<file path="config.mk">
export PLATFORM = sky130hd
export DESIGN_NAME = display_7seg_scan
export DESIGN_NICKNAME = d
export VERILOG_FILES = /design/src/rtl/display_pkg.sv /design/src/rtl/bcd_to_7seg.sv /design/src/rtl/display_7seg_scan.sv
export SDC_FILE = /design/constraint.sdc
export NUM_CORES = 1
export LEC_CHECK = 0
export ABC_CLOCK_PERIOD_IN_PS = 4700
export CAP_MARGIN = 20
export CORE_ASPECT_RATIO = 1.75
export CORE_MARGIN = 2
export CORE_UTILIZATION = 47
export CTS_BUF_LIST = sky130_fd_sc_hd__clkbuf_8
export DETAILED_ROUTE_END_ITERATION = 12
export PLACE_DENSITY_LB_ADDON = 0.12
export SYNTH_ARGS = -nofsm -noshare
export SYNTH_HDL_FRONTEND = slang
export SYNTH_HIERARCHICAL = 1
export SYNTH_SLANG_ARGS = --single-unit
</file>
<file path="constraint.sdc">
create_clock -name clk -period 4.7 [get_ports clk]
set_input_delay 0.94 -clock clk [delete_from_list [all_inputs] [get_ports clk]]
set_output_delay 0.94 -clock clk [all_outputs]
set_load 0.005 [all_outputs]
</file>
<file path="src/rtl/display_pkg.sv">
// Shared widths and seven-segment patterns for the front-panel display driver.
package display_pkg;

  localparam int unsigned SEG_W = 7;
  localparam int unsigned BCD_W = 4;

  // Segment patterns, active-high, bit order {g,f,e,d,c,b,a}
  localparam logic [SEG_W-1:0] SEG_0     = 7'b0111111;
  localparam logic [SEG_W-1:0] SEG_1     = 7'b0000110;
  localparam logic [SEG_W-1:0] SEG_2     = 7'b1011011;
  localparam logic [SEG_W-1:0] SEG_3     = 7'b1001111;
  localparam logic [SEG_W-1:0] SEG_4     = 7'b1100110;
  localparam logic [SEG_W-1:0] SEG_5     = 7'b1101101;
  localparam logic [SEG_W-1:0] SEG_6     = 7'b1111101;
  localparam logic [SEG_W-1:0] SEG_7     = 7'b0000111;
  localparam logic [SEG_W-1:0] SEG_8     = 7'b1111111;
  localparam logic [SEG_W-1:0] SEG_9     = 7'b1101111;
  localparam logic [SEG_W-1:0] SEG_DASH  = 7'b1000000;
  localparam logic [SEG_W-1:0] SEG_BLANK = 7'b0000000;

endpackage

</file>
<file path="src/rtl/bcd_to_7seg.sv">
// Combinational BCD to seven-segment decoder; non-decimal codes show a dash.
module bcd_to_7seg
  import display_pkg::*;
(
  input  logic [BCD_W-1:0] bcd_i,
  output logic [SEG_W-1:0] seg_o
);

  // Pattern lookup; 10..15 fall through to the dash so bad codes are visible
  always_comb begin
    seg_o = SEG_DASH;
    case (bcd_i)
      4'd0:    seg_o = SEG_0;
      4'd1:    seg_o = SEG_1;
      4'd2:    seg_o = SEG_2;
      4'd3:    seg_o = SEG_3;
      4'd4:    seg_o = SEG_4;
      4'd5:    seg_o = SEG_5;
      4'd6:    seg_o = SEG_6;
      4'd7:    seg_o = SEG_7;
      4'd8:    seg_o = SEG_8;
      4'd9:    seg_o = SEG_9;
      default: seg_o = SEG_DASH;
    endcase
  end

endmodule

</file>
<file path="src/rtl/display_7seg_scan.sv">
// Time-multiplexed seven-segment scanner with frame-synchronous digit update,
// leading-zero blanking, per-digit blinking and selectable output polarity.
module display_7seg_scan
  import display_pkg::*;
#(
  parameter int unsigned NUM_DIGITS   = 4,
  parameter int unsigned REFRESH_DIV  = 100000,
  parameter int unsigned BLINK_FRAMES = 64,
  parameter bit          ACTIVE_LOW   = 1'b1
) (
  input  logic                          clk,
  input  logic                          rst_n,
  input  logic [BCD_W*NUM_DIGITS-1:0]   digits_i,
  input  logic                          load_i,
  input  logic                          blank_lz_i,
  input  logic                          blink_en_i,
  input  logic [NUM_DIGITS-1:0]         blink_mask_i,
  input  logic [NUM_DIGITS-1:0]         dp_mask_i,
  output logic [SEG_W-1:0]              seg_o,
  output logic                          dp_o,
  output logic [NUM_DIGITS-1:0]         an_o,
  output logic                          frame_tick_o
);

  localparam int unsigned DATA_W = BCD_W * NUM_DIGITS;
  localparam int unsigned IDX_W  = $clog2(NUM_DIGITS);
  localparam int unsigned RC_W   = $clog2(REFRESH_DIV);
  localparam int unsigned FC_W   = (BLINK_FRAMES > 1) ? $clog2(BLINK_FRAMES) : 1;

  localparam logic [IDX_W-1:0] IDX_LAST = IDX_W'(NUM_DIGITS - 1);
  localparam logic [RC_W-1:0]  RC_LAST  = RC_W'(REFRESH_DIV - 1);
  localparam logic [FC_W-1:0]  FC_LAST  = FC_W'(BLINK_FRAMES - 1);

  // Pin levels meaning "nothing lit" for the selected polarity
  localparam logic [SEG_W-1:0]      SEG_OFF = ACTIVE_LOW ? {SEG_W{1'b1}} : {SEG_W{1'b0}};
  localparam logic [NUM_DIGITS-1:0] AN_OFF  = ACTIVE_LOW ? {NUM_DIGITS{1'b1}} : {NUM_DIGITS{1'b0}};
  localparam logic                  DP_OFF  = ACTIVE_LOW;

  logic [RC_W-1:0]   refresh_cnt_q, refresh_cnt_d;
  logic [IDX_W-1:0]  idx_q, idx_d;
  logic [FC_W-1:0]   frame_cnt_q, frame_cnt_d;
  logic              blink_phase_q, blink_phase_d;
  logic [DATA_W-1:0] pending_q, pending_d;
  logic [DATA_W-1:0] active_q, active_d;
  logic              frame_tick_q, frame_tick_d;
  logic [SEG_W-1:0]  seg_q, seg_d;
  logic              dp_q, dp_d;
  logic [NUM_DIGITS-1:0] an_q, an_d;

  logic                              wrap;
  logic [NUM_DIGITS-1:0][BCD_W-1:0]  disp_digits;
  logic [BCD_W-1:0]                  cur_bcd;
  logic [SEG_W-1:0]                  dec_seg;
  logic [NUM_DIGITS-1:0]             lz_mask;
  logic                              lz_run;
  logic                              blank_cur;
  logic [SEG_W-1:0]                  seg_act;
  logic                              dp_act;
  logic [NUM_DIGITS-1:0]             an_act;

  // Refresh divider, digit index, and blink frame counter
  always_comb begin
    refresh_cnt_d = refresh_cnt_q + RC_W'(1);
    idx_d         = idx_q;
    frame_cnt_d   = frame_cnt_q;
    blink_phase_d = blink_phase_q;
    wrap          = 1'b0;
    if (refresh_cnt_q == RC_LAST) begin
      refresh_cnt_d = '0;
      if (idx_q == IDX_LAST) begin
        idx_d = '0;
        wrap  = 1'b1;
        if (frame_cnt_q == FC_LAST) begin
          frame_cnt_d   = '0;
          blink_phase_d = ~blink_phase_q;
        end else begin
          frame_cnt_d = frame_cnt_q + FC_W'(1);
        end
      end else begin
        idx_d = idx_q + IDX_W'(1);
      end
    end
  end

  assign frame_tick_d = wrap;

  // Double buffer: active only changes in the frame-tick cycle, which is also
  // the cycle that renders digit 0, so the incoming value is shown from there.
  always_comb begin
    pending_d = load_i ? digits_i : pending_q;
    active_d  = active_q;
    if (frame_tick_q) begin
      active_d = load_i ? digits_i : pending_q;
    end
  end

  assign disp_digits = active_d;
  assign cur_bcd     = disp_digits[idx_q];

  bcd_to_7seg u_dec (
    .bcd_i (cur_bcd),
    .seg_o (dec_seg)
  );

  // Leading-zero run from the top digit down; digit 0 is never part of it
  always_comb begin
    lz_run  = 1'b1;
    lz_mask = '0;
    for (int i = int'(NUM_DIGITS) - 1; i >= 1; i--) begin
      lz_run                = lz_run & (disp_digits[IDX_W'(i)] == '0);
      lz_mask[IDX_W'(i)]    = lz_run;
    end
  end

  // Per-digit blanking, decimal point and anode select, then output polarity
  always_comb begin
    blank_cur = (blank_lz_i & lz_mask[idx_q])
              | (blink_en_i & ~blink_phase_q & blink_mask_i[idx_q]);
    seg_act   = blank_cur ? SEG_BLANK : dec_seg;
    dp_act    = dp_mask_i[idx_q] & ~blank_cur;
    an_act    = {{(NUM_DIGITS-1){1'b0}}, 1'b1} << idx_q;
    seg_d     = ACTIVE_LOW ? ~seg_act : seg_act;
    dp_d      = ACTIVE_LOW ? ~dp_act  : dp_act;
    an_d      = ACTIVE_LOW ? ~an_act  : an_act;
  end

  // State and output registers
  always_ff @(posedge clk or negedge rst_n) begin
    if (!rst_n) begin
      refresh_cnt_q <= '0;
      idx_q         <= '0;
      frame_cnt_q   <= '0;
      blink_phase_q <= 1'b1;
      pending_q     <= '0;
      active_q      <= '0;
      frame_tick_q  <= 1'b0;
      seg_q         <= SEG_OFF;
      dp_q          <= DP_OFF;
      an_q          <= AN_OFF;
    end else begin
      refresh_cnt_q <= refresh_cnt_d;
      idx_q         <= idx_d;
      frame_cnt_q   <= frame_cnt_d;
      blink_phase_q <= blink_phase_d;
      pending_q     <= pending_d;
      active_q      <= active_d;
      frame_tick_q  <= frame_tick_d;
      seg_q         <= seg_d;
      dp_q          <= dp_d;
      an_q          <= an_d;
    end
  end

  assign seg_o        = seg_q;
  assign dp_o         = dp_q;
  assign an_o         = an_q;
  assign frame_tick_o = frame_tick_q;

endmodule

</file>
==> impl_metrics.json, run 1 <==
{
  "antenna_found_initial": 0,
  "syn_nets": 299,
  "clock_latency_ns": 0.35,
  "synthTopCellsByArea": "dfrtp_1, dfstp_2, mux2_4, ha_1, mux2_2",
  "path_max_fanout": 14,
  "row_count": 40,
  "arrival_ns": 3.89,
  "min_period_ns": 3.627,
  "maxSlewHeadroom_pct": 42.64,
  "register_area_sq_um": 1793,
  "gp_congestion": 0.8477,
  "synth_edf_count": 0,
  "cts_root_buf": "clkbuf_8",
  "swShare_pct": 20.67,
  "cts_sinks": 71,
  "multiInputGateArea_sq_um": 1410,
  "power.clock.fraction_pct": 40.5,
  "wl_per_cell_um": 14.99,
  "endpoint_kind": "flip-flop",
  "wl_met1_um": 2385,
  "ir_worst_vdd_v": 0.0001738,
  "wl_met3_um": 214,
  "p_switching_mw": 0.2461,
  "postSynthCellCount": 258,
  "p_int_mw": 0.9447,
  "slew_violations": 0,
  "p_comb_share_pct": 6.2,
  "dp_cells": 372,
  "n_fill_cell": 598,
  "cts_setup_buffers": 0,
  "clkTransAtPathRegs_ns": 0.07,
  "hpwl_um": 4125,
  "power_density_nw_per_um2": 300.3,
  "fin_cells": 388,
  "met2_length_um": 3116,
  "synth_top_family_by_area": "multiplexers",
  "yosysWarningCount": 6,
  "drv_cap": 0,
  "syn_avg_cell_area_sq_um": 12.94,
  "critPathKind": "in2reg",
  "yosys.area.top_type": "dfrtp_1",
  "grt_pass1_vias": 2020,
  "io_buffers": 40,
  "start_util_pct": 48.69,
  "ys_seq_area_share_pct": 53.71,
  "synth-compound-area-share_pct": 3.561,
  "grt_max_degree": 37,
  "cts-buffers-inserted": 9,
  "grt_setup_unrepaired": "no",
  "synth-simple-area-share_pct": 11.69,
  "cts_hold_buf": 0,
  "drtIter0Drc": 170,
  "status": "completed",
  "ys_async_sr_fraction_pct": 100.0,
  "total_power_mw": 1.191,
  "worstPathRequired_ns": 4.96,
  "timing.final.crit_share_pct": 77.17,
  "nets": 340,
  "setup_violations": 0,
  "die-height_um": 115.5,
  "ys_seq_elements": 71,
  "clockBufferDepth": 2,
  "crit_path_start_kind": "input pin",
  "grt.total_usage_pct": 16.97,
  "drive_above_1_share_pct": 23.36,
  "worst_slew_pin_slew_ns": 0.8605,
  "synth_cell_types": 40,
  "synth_xor_area_share_pct": 4.460,
  "ant_nets": 0,
  "synthFlopType": "dfrtp_1",
  "area_growth_pct": 18.78,
  "grt.overflow.total": 0,
  "ff2ff_path_depth": 6,
  "finalSetupTns_ns": 0,
  "hold_depth": 1,
  "synthAdderAreaFrac_pct": 4.498,
  "hp-class": "reg2reg",
  "antenna_cells": 0,
  "via_per_inst": 5.232,
  "core_area_sq_um": 6857,
  "drtPass1Iterations": 4,
  "synth.cell_area_sq_um": 3338,
  "dieWidth_um": 67.71,
  "drc": 0,
  "cts_tree": "built",
  "grt_pass1_wl_um": 9715,
  "dr_total_vias": 2030,
  "htree_levels": 3,
  "cts_resized": 0,
  "hold_violations": 0,
  "skew_ns": 0.01154,
  "wl_um": 5818,
  "die_area_sq_um": 7819,
  "p_seq_share_pct": 53.3,
  "leakage_nw": 1.806,
  "synth_top_area_share_pct": 43.48,
  "routed.top_layer": "met4",
  "io_pins": 42,
  "synthMuxAreaShare_pct": 18.03,
  "fmax_mhz": 275.7
}
[synthesized netlist by cell type, drive strengths merged, types with 5 or more instances]
cell	number
dfrtp	58
mux2	35
nor2	16
nand2	15
dfstp	13
ha	12
inv	12
nand3	11
nand4	10
xnor2	10
buf	9
and3	7
xor2	7
mux4	5
[through the flow]
stage / hold slack, ns / area (sq um) / utilization (%) / setup slack, ns
floorplan: 0.4584 / 3338 / - / 1.722
global placement: 0.4750 / 3764 / 54.89 / 0.7063
detailed placement: 0.4763 / 3764 / 54.89 / 0.6718
CTS: 0.4897 / 3965 / 57.83 / 1.043
global route: 0.5045 / 3965 / 57.83 / 0.9502
finish: 0.4862 / 3965 / 57.83 / 1.073
[layout make-up]
type | instances | area share [%]
sequential | 71 | 45.22
multi-input combinational | 163 | 35.56
timing repair buffer | 42 | 10.35
clock buffer | 11 | 3.818
tap | 84 | 2.651
clock inverter | 5 | 1.262
inverter | 12 | 1.136
[kinds of logic (layout without fill, tap and decap cells)]
| kind of cell | count (synthesis) | count (layout) |
|---|---|---|
| simple gates | 75 | 75 |
| flops | 71 | 71 |
| mux | 42 | 42 |
| buf+inv | 24 | 70 |
| compound gates | 17 | 17 |
| xor+xnor | 17 | 17 |
| fa+ha+maj | 12 | 12 |
[power groups by stage]
stage / sequential [mW] / combinational, mW / clock (mW)
global placement: 0.645 / 0.0752 / 0
finish: 0.634 / 0.0743 / 0.482
floorplan: 0.645 / 0.0312 / 0
detailed placement: 0.646 / 0.0761 / 0
CTS: 0.635 / 0.0767 / 0.501
global route: 0.635 / 0.0826 / 0.530
[worst paths after layout]
kind                               start            end  slack, ns
max reg2reg                 frame_tick_o       seg_o[3]       2.03
max in group asynchronous          rst_n        an_o[2]       3.02
min                        blink_phase_q  blink_phase_q       0.49
min reg2reg                blink_phase_q  blink_phase_q       0.49
min in group asynchronous          rst_n   active_q[14]       0.68
max                               load_i       seg_o[2]       1.07
[cells in the final DEF, fill, tap and decap left out, drive strengths merged, types with 3 or more instances in the layout]
master / count
and3: 7
nand4: 10
ha: 12
nor4: 3
buf: 3
xor2: 7
o22ai: 3
xnor2: 10
o21ai: 4
mux4: 5
nor2: 16
mux2: 35
nand2: 15
dfstp: 13
dfrtp: 58
nand3: 11
inv: 14
nor2b: 3
and4: 3
clkbuf: 11
clkdlybuf4s50: 39
[state kept, by name, indices dropped and copies added, names as in the netlist]
| name | flops |
|---|---|
| active_q | 16 |
| an_o | 4 |
| blink_phase_q | 1 |
| dp_o | 1 |
| frame_cnt_q | 6 |
| frame_tick_o | 1 |
| idx_q | 2 |
| pending_q | 16 |
| refresh_cnt_q | 17 |
| seg_o | 7 |
[layer usage]
layer | up-vias | global-route usage [%]
li1 | 979 | -
met1 | 1007 | 19.81
met2 | 34 | 28.37
met3 | 10 | 5.049
met4 | 0 | 7.347
met5 | - | 0
[worst max-delay path: stages]
cell	delay (ns)
clkdlybuf4s50_1	0.95
buf_4	0.26
mux2_4	0.31
mux2_4	0.26
mux4_2	0.60
or2_4	0.30
a22oi_2	0.17
nand2_1	0.07
Power figures use the tool's default switching activity.
==> run 2: changes to the inputs <==
- ABC_CLOCK_PERIOD_IN_PS: 4700 -> 3700
- clock period: 4.7 -> 3.7 ns (I/O delays scaled with it)
==> run 2 against run 1 <==
- critical path depth is 2 higher
- sequential share of layout area shrank 0.31 points
- routed wire length increased by 2.2%
- non-clock buffer count is 1 higher
- cell count up 0.26%
- first-iteration DRC count decreased by 46%
- register-to-register slack worse by 0.99 ns
- combinational power up 28%
- critical path type unchanged
==> impl_metrics.json, run 2 (synthesis gave the netlist of run 1 again) <==
{
  "start_util_pct": 48.69,
  "p_seq_share_pct": 52.2,
  "worstPathRequired_ns": 3.98,
  "setup_slack_ns": 0.7032,
  "worst_slew_pin_slew_ns": 0.8783,
  "p_switching_mw": 0.3220,
  "clock_latency_ns": 0.36,
  "timing.hold.ws_ns": 0.4864,
  "hold_violations": 0,
  "drtPass1Iterations": 4,
  "cts-buffers-inserted": 9,
  "grt.total_usage_pct": 17.88,
  "ir_worst_vdd_v": 0.0002139,
  "drive_above_1_share_pct": 23.93,
  "maxSlewHeadroom_pct": 41.45,
  "antenna_found_initial": 0,
  "use_met2_pct": 28.56,
  "grt_busiest_layer": "met2",
  "cts_sinks": 71,
  "power_density_nw_per_um2": 386.4,
  "p_int_mw": 1.221,
  "fmax_mhz": 333.7,
  "top_register": "refresh_cnt_q",
  "largest_reg_flops": 17,
  "hpwl_um": 4050,
  "layout_common_cells": "dfrtp_1, clkdlybuf4s50_1, mux2_4",
  "arrival_ns": 3.28,
  "status": "completed",
  "min_period_ns": 2.997,
  "drc": 0,
  "drtIter0Drc": 91,
  "cts_root_buf": "clkbuf_8",
  "drv_cap": 0,
  "fin_cells": 389,
  "ant_nets": 0,
  "grt_pass1_wl_um": 10050,
  "wl_per_cell_um": 15.29,
  "dieWidth_um": 67.71,
  "endpoint_kind": "flip-flop",
  "grt_pass1_vias": 2039,
  "finalSetupTns_ns": 0,
  "htree_levels": 3,
  "cts_hold_buf": 0,
  "grt_max_degree": 72,
  "power.clock.fraction_pct": 41.6,
  "placed_area_sq_um": 3784,
  "grt_setup_unrepaired": "no",
  "place_ws_ns": 0.3159,
  "dr_total_vias": 2021,
  "final_common_cell": "dfrtp_1",
  "swShare_pct": 20.87,
  "crit_path_start_kind": "input pin",
  "io_pins": 42,
  "total_power_mw": 1.543,
  "clockBufferDepth": 2,
  "dp_cells": 373,
  "io_buffers": 40,
  "critPathKind": "in2reg",
  "grt.overflow.total": 0,
  "antenna_cells": 0,
  "hp-class": "reg2reg",
  "die_area_sq_um": 7819,
  "cts_setup_buffers": 0,
  "skew_ns": 0.004997,
  "met3_usage_pct": 2.524,
  "area_growth_pct": 19.60,
  "clkTransAtPathRegs_ns": 0.07,
  "core_area_sq_um": 6857,
  "cts_tree": "built",
  "row_count": 40,
  "largestRegisters": "refresh_cnt_q: 17 flops, active_q: 16 flops, pending_q: 16 flops",
  "die-height_um": 115.5,
  "cts_resized": 0,
  "path_max_fanout": 16,
  "fin_util_pct": 58.23,
  "p_comb_share_pct": 6.2,
  "slew_violations": 0,
  "postLayoutCellArea_sq_um": 3993,
  "nets": 341,
  "met1_usage_pct": 21.53,
  "gp_congestion": 0.8543,
  "via_per_inst": 5.195,
  "leakage_nw": 1.821,
  "timing.final.crit_share_pct": 80.99,
  "setup_violations": 0,
  "wl_um": 5947
}
==> run 2: cell type report <==
type	count	area, sq um
Fill cell	559	2864
Sequential cell	71	1793
Multi-Input combinational cell	163	1410
Timing Repair Buffer	43	430.4
Clock buffer	12	165.2
Tap cell	84	105.1
Inverter	12	45.04
Clock inverter	4	43.79
==> run 2: metal layers <==
layer	vias to the layer above	wire [um]	part of all wire (%)
met5	-	0	0
met4	0	210	3.5
met3	13	205	3.4
met2	30	3095	52
met1	996	2436	41
li1	982	-	-
==> run 2: worst paths after layout <==
path | from | cells past startpoint | endpoint | slack, ns
worst max-delay path | load_i | 10 | seg_o[5] | 0.70
max in group asynchronous | rst_n | 2 | active_q[11] | 2.55
worst min-delay path | blink_phase_q | 1 | blink_phase_q | 0.49
worst max register to register | frame_tick_o | 6 | seg_o[2] | 1.04
worst min register to register | blink_phase_q | 1 | blink_phase_q | 0.49
min in group asynchronous | rst_n | 2 | pending_q[1] | 0.58
==> run 2: worst max-delay path: stages <==
cell	delay (ns)
clkdlybuf4s50_1	0.50
buf_12	0.17
mux2_2	0.36
mux2_2	0.27
mux4_2	0.57
inv_1	0.15
ha_1	0.17
nor2b_1	0.14
o31a_1	0.13
nand2_1	0.05
==> run 2: power groups by stage <==
stage	sequential, mW	clock (mW)	combinational [mW]
after floorplan	0.820	0	0.0396
final	0.806	0.642	0.0952
after detailed placement	0.821	0	0.0972
after global placement	0.819	0	0.0968
after CTS	0.806	0.658	0.0980
after global routing	0.808	0.695	0.106
==> run 3: changes to the inputs <==
- ABC_CLOCK_PERIOD_IN_PS: 3700 -> 2600
- clock period: 3.7 -> 2.6 ns (I/O delays scaled with it)
==> run 3 against run 2 <==
- cell count is 3.6% higher
- worst setup slack lost 0.55 ns
- routed wire length rose by 6.0%
- power is 38% higher
- largest power group unchanged
- clock-buffer cell count up 1
- die area unchanged
==> impl_metrics.json, run 3 (synthesis gave the netlist of run 1 again) <==
{
  "endpoint_kind": "flip-flop",
  "nets": 355,
  "io_pins": 42,
  "grt_max_degree": 46,
  "largest_reg_flops": 17,
  "p_switching_mw": 0.4529,
  "maxSlewHeadroom_pct": 57.55,
  "dieWidth_um": 67.71,
  "p_int_mw": 1.678,
  "hold_violations": 0,
  "setup_slack_ns": 0.1570,
  "die-height_um": 115.5,
  "p_seq_share_pct": 53.9,
  "clock_latency_ns": 0.34,
  "critPathKind": "in2reg",
  "io_buffers": 40,
  "drc": 0,
  "r2r-end": "seg_o[0]",
  "min_period_ns": 2.443,
  "ant_nets": 0,
  "largestRegisters": "refresh_cnt_q: 17 flops, active_q: 16 flops, pending_q: 16 flops",
  "power.clock.fraction_pct": 39.1,
  "total_power_mw": 2.131,
  "drtPass1Iterations": 6,
  "area_growth_pct": 24.18,
  "crit_path_start_kind": "input pin",
  "cts-buffers-inserted": 9,
  "ir_worst_vdd_v": 0.0003060,
  "clockBufferDepth": 2,
  "antenna_cells": 0,
  "worst_slew_pin_slew_ns": 0.6367,
  "cts_root_buf": "clkbuf_8",
  "htree_levels": 3,
  "wl_um": 6306,
  "grt.total_usage_pct": 18.42,
  "placed_area_sq_um": 3899,
  "fmax_mhz": 409.3,
  "finalSetupTns_ns": 0,
  "slew_violations": 0,
  "grt_pass1_wl_um": 10450,
  "leakage_nw": 1.909,
  "ff2ff_path_depth": 7,
  "layout_common_cells": "dfrtp_1, clkdlybuf4s50_1, mux2_4",
  "p_comb_share_pct": 7.0,
  "grt.overflow.total": 0,
  "postLayoutCellArea_sq_um": 4145,
  "regToRegStartpoint": "frame_tick_o",
  "worstPathRequired_ns": 2.86,
  "hpwl_um": 4484,
  "top_register": "refresh_cnt_q",
  "path_max_fanout": 7,
  "critPathLaunch": "load_i",
  "setup_violations": 0,
  "drtIter0Drc": 143,
  "arrival_ns": 2.71,
  "gp_congestion": 0.8475,
  "power_density_nw_per_um2": 514.0,
  "antenna_found_initial": 0,
  "dr_total_vias": 2102,
  "r2r_slack_ns": 0.38,
  "cts_tree": "built",
  "swShare_pct": 21.26,
  "wl_per_cell_um": 15.65,
  "via_per_inst": 5.216,
  "clkTransAtPathRegs_ns": 0.07,
  "die_area_sq_um": 7819,
  "hp-class": "in2async",
  "grt_setup_unrepaired": "no",
  "row_count": 40,
  "drv_cap": 0,
  "timing.hold.ws_ns": 0.1947,
  "timing.final.crit_share_pct": 93.96,
  "cts_sinks": 71,
  "place_ws_ns": -0.5337,
  "core_area_sq_um": 6857,
  "start_util_pct": 48.69,
  "grt_pass1_vias": 2165,
  "skew_ns": 0.007662,
  "drive_above_1_share_pct": 28.21,
  "status": "completed",
  "final_common_cell": "dfrtp_1",
  "n_fill_cell": 552
}
## run 3: final cells by class
| cell class | instances | area (sq um) | share of cell area [%] |
|---|---|---|---|
| Sequential cell | 71 | 1793 | 43.25 |
| Clock buffer | 13 | 178.9 | 4.316 |
| Tap cell | 84 | 105.1 | 2.535 |
| Inverter | 12 | 45.04 | 1.087 |
| Multi-Input combinational cell | 163 | 1426 | 34.41 |
| Timing Repair Buffer | 57 | 580.6 | 14.01 |
| Clock inverter | 3 | 16.27 | 0.3924 |
## run 3: worst max path at each step
stage / depth (start not counted) / slack, ns / end
floorplan: 9 / 0.04 / seg_o[0]
global placement: 9 / -0.50 / seg_o[0]
detailed placement: 9 / -0.53 / seg_o[3]
CTS: 10 / 0.01 / seg_o[3]
global route: 9 / 0.08 / seg_o[0]
finish: 9 / 0.16 / seg_o[0]
## run 3: what timing repair did
| item | 4_1_cts | 5_1_grt |
|---|---|---|
| pin swaps | 0 | 1 |
| cloned | 1 | 0 |
| hold endpoints to repair | 0 | 0 |
| hold buffers | 0 | 0 |
| buffers inserted | 1 | 0 |
| endpoints found under the setup margin | 7 | 6 |
| resized for setup | 1 | 6 |
## run 3: stage by stage
step	util [%]	cells
2_1_floorplan	-	258
3_3_place_gp	56.86	385
6_report	60.46	403
3_5_place_dp	56.86	385
5_1_grt	60.46	403
4_1_cts	60.27	403
## run 3: routing by layer
layer	vias to the layer above	global-route usage (%)	part of all wire, %
met5	-	0	0
met4	0	8.163	1.9
met3	10	4.563	3.5
met2	39	31.96	54
met1	1040	20.87	40
li1	1013	-	-
## run 3: power groups by stage
| stage | combinational, mW | clock, mW | sequential (mW) |
|---|---|---|---|
| after floorplan | 0.0564 | 0 | 1.17 |
| after global placement | 0.143 | 0 | 1.17 |
| after detailed placement | 0.144 | 0 | 1.17 |
| after CTS | 0.153 | 0.861 | 1.15 |
| after global routing | 0.163 | 0.903 | 1.15 |
| final | 0.149 | 0.834 | 1.15 |
## run 3: worst max-delay path: stages
cell and delay, ns:
clkbuf_2 0.11, bufbuf_16 0.28, buf_4 0.13, mux2_4 0.30
mux2_4 0.27, mux4_2 0.55, mux2_4 0.35, o22ai_2 0.15
nand2_1 0.06
